[src/rtl/ones_frame_accumulator.sv]
// Frame accumulator for the 3-input ones counter: sums WORDS accepted
// 2-bit counts and reports the frame popcount with a one-cycle done pulse.
module ones_frame_accumulator #(
    parameter int WORDS = 8,
    parameter int SUM_W = 5,
    parameter int IDX_W = 3
) (
    input  logic             clk,
    input  logic             rst,
    input  logic             start,
    input  logic             in_valid,
    input  logic [1:0]       cnt,
    output logic             in_ready,
    output logic             busy,
    output logic [IDX_W-1:0] idx,
    output logic [SUM_W-1:0] sum,
    output logic             done
);

    typedef enum logic [1:0] {
        S_IDLE,
        S_ACC,
        S_DONE
    } state_t;

    localparam int IDX_MAX = (1 << IDX_W) - 1;
    localparam logic [IDX_W-1:0] IDX_LAST = IDX_W'(WORDS - 1);
    // idx parks at WORDS, clipped when WORDS does not fit the field
    localparam logic [IDX_W-1:0] IDX_END =
        (WORDS > IDX_MAX) ? IDX_W'(IDX_MAX) : IDX_W'(WORDS);

    state_t           r_state;
    state_t           w_next;
    logic [SUM_W-1:0] r_sum;
    logic [IDX_W-1:0] r_idx;
    logic             w_accept;
    logic             w_last;

    assign w_accept = (r_state == S_ACC) && in_valid;
    assign w_last   = (r_idx == IDX_LAST);

    always_ff @(posedge clk or posedge rst) begin
        if (rst) begin
            r_state <= S_IDLE;
        end else begin
            r_state <= w_next;
        end
    end

    always_comb begin
        w_next   = r_state;
        in_ready = 1'b0;
        busy     = 1'b0;
        done     = 1'b0;
        case (r_state)
            S_IDLE: begin
                if (start) begin
                    w_next = S_ACC;
                end
            end
            S_ACC: begin
                in_ready = 1'b1;
                busy     = 1'b1;
                if (w_accept && w_last) begin
                    w_next = S_DONE;
                end
            end
            S_DONE: begin
                busy   = 1'b1;
                done   = 1'b1;
                w_next = S_IDLE;
            end
            default: begin
                w_next = S_IDLE;
            end
        endcase
    end

    always_ff @(posedge clk or posedge rst) begin
        if (rst) begin
            r_sum <= '0;
            r_idx <= '0;
        end else if ((r_state == S_IDLE) && start) begin
            r_sum <= '0;
            r_idx <= '0;
        end else if (w_accept) begin
            r_sum <= r_sum + SUM_W'(cnt);
            r_idx <= w_last ? IDX_END : r_idx + 1'b1;
        end
    end

    assign sum = r_sum;
    assign idx = r_idx;

endmodule

[config.mk]
export PLATFORM = sky130hd
export DESIGN_NAME = ones_frame_accumulator
export DESIGN_NICKNAME = d
export VERILOG_FILES = /design/src/rtl/ones_frame_accumulator.sv
export SDC_FILE = /design/constraint.sdc
export NUM_CORES = 1
export LEC_CHECK = 0
export CELL_PAD_IN_SITES_DETAIL_PLACEMENT = 1
export CELL_PAD_IN_SITES_GLOBAL_PLACEMENT = 1
export CORE_UTILIZATION = 30
export CTS_CLUSTER_DIAMETER = 50
export DETAILED_ROUTE_END_ITERATION = 12
export PLACE_DENSITY_LB_ADDON = 0.1
export SETUP_SLACK_MARGIN = 0.4
export SYNTH_ARGS = -nofsm -noshare
export SYNTH_HDL_FRONTEND = slang
export SYNTH_SLANG_ARGS = --single-unit
[constraint.sdc]
create_clock -name clk -period 1.6 [get_ports clk]
set_clock_uncertainty 0.2 [all_clocks]
set_input_delay 0.48 -clock clk [delete_from_list [all_inputs] [get_ports clk]]
set_output_delay 0.48 -clock clk [all_outputs]
set_load 0.005 [all_outputs]
-- Word level (Yosys, flattened, before mapping)
Index checks and enable logic that the tools add are counted.
- bits in registers: 10
- input port bits: 6
- output and inout port bits: 11
- logic and storage cells: 28
- add/subtract/negate cells: 2
- equality and inequality tests: 5
- multiplexer cells: 11
- reductions and logical operators: 7
- operators with widths (kind ; number):
    $mux W5 ; 2
    $mux W3 ; 3
    $add A5 B2 Y5 ; 1
    $mux W2 ; 2
    $pmux W2 S2 ; 1
    $add A3 B1 Y3 const B ; 1
    $eq A3 B3 Y1 const B ; 1
    $logic_and A1 B1 Y1 ; 3
    $mux W1 ; 3
    $eq A2 B1 Y1 const B ; 1
    $eq A2 B2 Y1 const B ; 1
    $logic_not A2 Y1 ; 1
    $ne A2 B1 Y1 const B ; 1
    $ne A2 B2 Y1 const B ; 1
    $reduce_and A2 Y1 ; 1
    $reduce_bool A2 Y1 ; 1
    $reduce_or A2 Y1 ; 1

-- Longest topological paths before layout
- word-level depth: 5
- mapped depth: 6
- depth with buffers taken out: 5

-- Least setup slack after synthesis
Ideal clock, no wire load.
- kind: input port to flip-flop
- from: input port cnt[0]
- to: register r_sum[2] (netlist: sum[2])
- setup time: 125 ps
- arrival time: 1334 ps
- required time: 1275 ps
- setup slack: -59 ps
- stages: 5
- buffers on the path: 0
- cells stage by stage: ha_1 -> fa_1 -> nand3_1 -> xor2_1 -> nor2_1
- cells in the longest elaborated chain, start to end: 3
- RTL lines (item ; line ; RTL):
    start, declared ; 12 ; input logic [1:0] cnt,
    $add A5 B2 Y5 ; 87 ; r_sum <= r_sum + SUM_W'(cnt);
    $mux W5 ; 86 ; end else if (w_accept) begin
    $mux W5 ; 83 ; end else if ((r_state == S_IDLE) && start) begin
    end signal, assigned ; 87 ;
    end, declared ; 34 ; logic [SUM_W-1:0] r_sum;
Every way passes these cells. The select of a mux whose other input is x is not followed.
A chain may end at the register's enable or synchronous reset.

-- Final worst setup path
- from: register r_state[1]
- to: output port busy
- cells in the longest elaborated chain, start to end: 3
- elaborated cells between the ends (all ways): 4
- those cells by class: eq/ne (2); mux (1); reduce/logical (1)
- RTL lines (item ; line ; RTL):
    start, declared ; 32 ; state_t r_state;
    start signal, assigned ; 46 ; r_state <= w_next;
    $eq A2 B1 Y1 / $eq A2 B2 Y1 (equally long branches) ; 55 ; case (r_state)
    $reduce_or A2 Y1 (no source line) (*) ; - ;
    $mux W1 (*) ; 55 ;
    end, declared ; 14 ; output logic busy,
Every way passes the cells marked *; elsewhere a longest branch is shown, timed or not.

==> impl_metrics.tcl <==
set metrics [dict create \
    ys_seq_area_frac 0.430 \
    vias 617 \
    core-area_um2 1760 \
    stdcell_area_um2 1190 \
    synthSimpleGateAreaFrac 0.135 \
    clk_latency_ns 0.27 \
    cp-start-kind "flip-flop" \
    io_pins 17 \
    postPlaceCellArea_um2 915 \
    power_density_nw_per_um2 1840 \
    antenna_found_initial 0 \
    layout_common_cells "18 x buf_6, 18 x buf_4, 10 x dfrtp_1" \
    tightest_slew_ns 0.448 \
    die-height_um 46.0 \
    critPathRequiredTime_ns 0.92 \
    synth_area_um2 582 \
    power_leakage_nw 0.567 \
    synthMuxAreaShare 0.0731 \
    hold_buffers 0 \
    synth-xor-area-share 0.0151 \
    initial_core_util 0.330 \
    area_growth_pct 105 \
    fin_ws_ns -0.276 \
    whs_ns 0.310 \
    seq_power_share 0.191 \
    port-buffer-count 16 \
    slew_violations 0 \
    intPower_w 0.00136 \
    combPwrFrac 0.726 \
    multiInputGateArea_um2 454 \
    violations "negative setup slack" \
    peakVddDrop_mv 1.16 \
    diodes 0 \
    drive_gt1_frac 0.676 \
    cts_tree "built" \
    ys_ff_latch 10 \
    crit_path_max_fanout 2 \
    synth_top_family_by_area "adder cells" \
    drt_iter0_markers 2 \
    switching_share 0.375 \
    synth_cells 56 \
    slew_headroom 0.701 \
    p_total_w 0.00218 \
    die_w_um 46.0 \
    drc_errors 0 \
    routed_wl_um 2400 \
    finalWeightedCongestion 0.703 \
    status "finished, violations left" \
    path_class "reg -> out" \
    ys_types 20 \
    fin_crit_ns 1.88 \
    fin_crit_sh 1.17 \
    post_drt_wl_per_cell_um 18.5 \
    drtPass1Iterations 3 \
    rows 15 \
    grt_pass1_vias 624 \
    finalCoreUtilization 0.674 \
    syn-num-nets 71 \
    grt_overflow 0 \
    hold_path.class "in -> async" \
    synthAdderAreaFrac 0.206 \
    power.switching_w 0.000819 \
    fmax_mhz 533 \
    root_buffer "clkbuf_4" \
    finalNonFillerCells 130 \
    clockBufferDepth 2 \
    htreeDepth 1 \
    fillers 193 \
    clk_transition_reported_paths_ns 0.07 \
    clock-sinks 10 \
    clkPwrFrac 0.084 \
    maxCapViolCount 0 \
    dp.final_hpwl_um 1160 \
    grt_usage 0.202 \
    viasPerCell 4.75 \
    antenna_left 0 \
    cts_buffers 3 \
    post-place-cells 108 \
    synth_compound_area_frac 0.105 \
    seqCellArea_um2 250 \
    fin_nets 122 \
    worst-endpoint-arrival_ns 1.20 \
    yosysWarningCount 0 \
    dieArea_um2 2120 \
    postSynthAreaPerCell_um2 10.4 \
    finalHoldViolations 0 \
    grt_max_degree 11 \
    setup_viol 13 \
    rsz0062_at_grt "true" \
    grt_pass1_wl_um 2830 \
    cp-end-kind "primary output" \
]
power by group through the flow:
stage	logic, W	clock network (W)	registers [W]
global placement	0.000894	0	0.000417
finish	0.00158	0.000182	0.000417
global route	0.00169	0.000197	0.000423
CTS	0.00128	0.000182	0.000398
detailed placement	0.000934	0	0.000421
floorplan	0.000437	0	0.000444
routing by layer:
metal	vias up	global-route usage	routed length (µm)
met5	-	0	0
li1	289	-	-
met1	302	0.206	938
met3	6	0.0794	101
met4	0	0.0471	57
met2	20	0.377	1310
through the flow:
step | setup TNS, ns | worst slack [ns]
2_1_floorplan | 0 | 0.00975
3_3_place_gp | -4.09 | -0.546
3_5_place_dp | -4.35 | -0.557
4_1_cts | -1.00 | -0.230
5_1_grt | -2.36 | -0.299
6_report | -1.83 | -0.276
kinds of logic after synthesis:
logic type | after synthesis
AND/OR/NAND/NOR | 15
AO/OA/AOI/OAI | 12
flip-flops | 10
adder cells (fa/ha/maj) | 9
buffers and inverters | 5
multiplexers | 4
XOR/XNOR | 1
final cells by class:
class                      count  share of cell area
clock buffer                   3              0.0189
inverter                       3             0.00946
tap                           25              0.0263
multi-input combinational     41               0.382
timing repair buffer          48               0.353
sequential                    10               0.210
worst max-delay path, cell delays in order (launching register included):
cell	delay [ns]
dfrtp_1	0.40
inv_2	0.07
buf_6	0.12
ha_4	0.25
buf_6	0.08
final timing paths:
path,from,end,slack [ns],depth (start not counted)
setup / recovery,r_state[1],busy,-0.28,4
hold / removal,rst,idx[2],0.31,2
setup reg to reg,r_state[1],idx[2],-0.17,9
hold reg to reg,idx[0],idx[0],0.42,2
max in group asynchronous,rst,sum[4],0.58,2
min in group clk,idx[0],idx[0],0.42,2
flip-flops by register name, summed over array words and instances (netlist names):
signal / cells
r_state: 2
sum: 5
idx: 3
Yosys cell counts (all sizes together):
cell    number  share of area
a21oi        7          0.060
buf          1         0.0086
a31oi        1          0.011
or3          2          0.022
mux2i        2          0.034
fa           1          0.034
o21ai        4          0.034
nor2b        1          0.011
mux2         2          0.039
clkbuf       1         0.0064
nor2         4          0.026
and2         2          0.024
nand2        3          0.019
inv          3          0.019
nand3        3          0.034
dfrtp       10           0.43
xor2         1          0.015
ha           8           0.17
repair_timing:
item                       4_1_cts  5_1_grt
resized for setup               63       21
pin swaps                       10        7
buffers inserted                15        4
setup endpoints to repair       21       21
No activity file was read; power rests on OpenSTA's default activity.
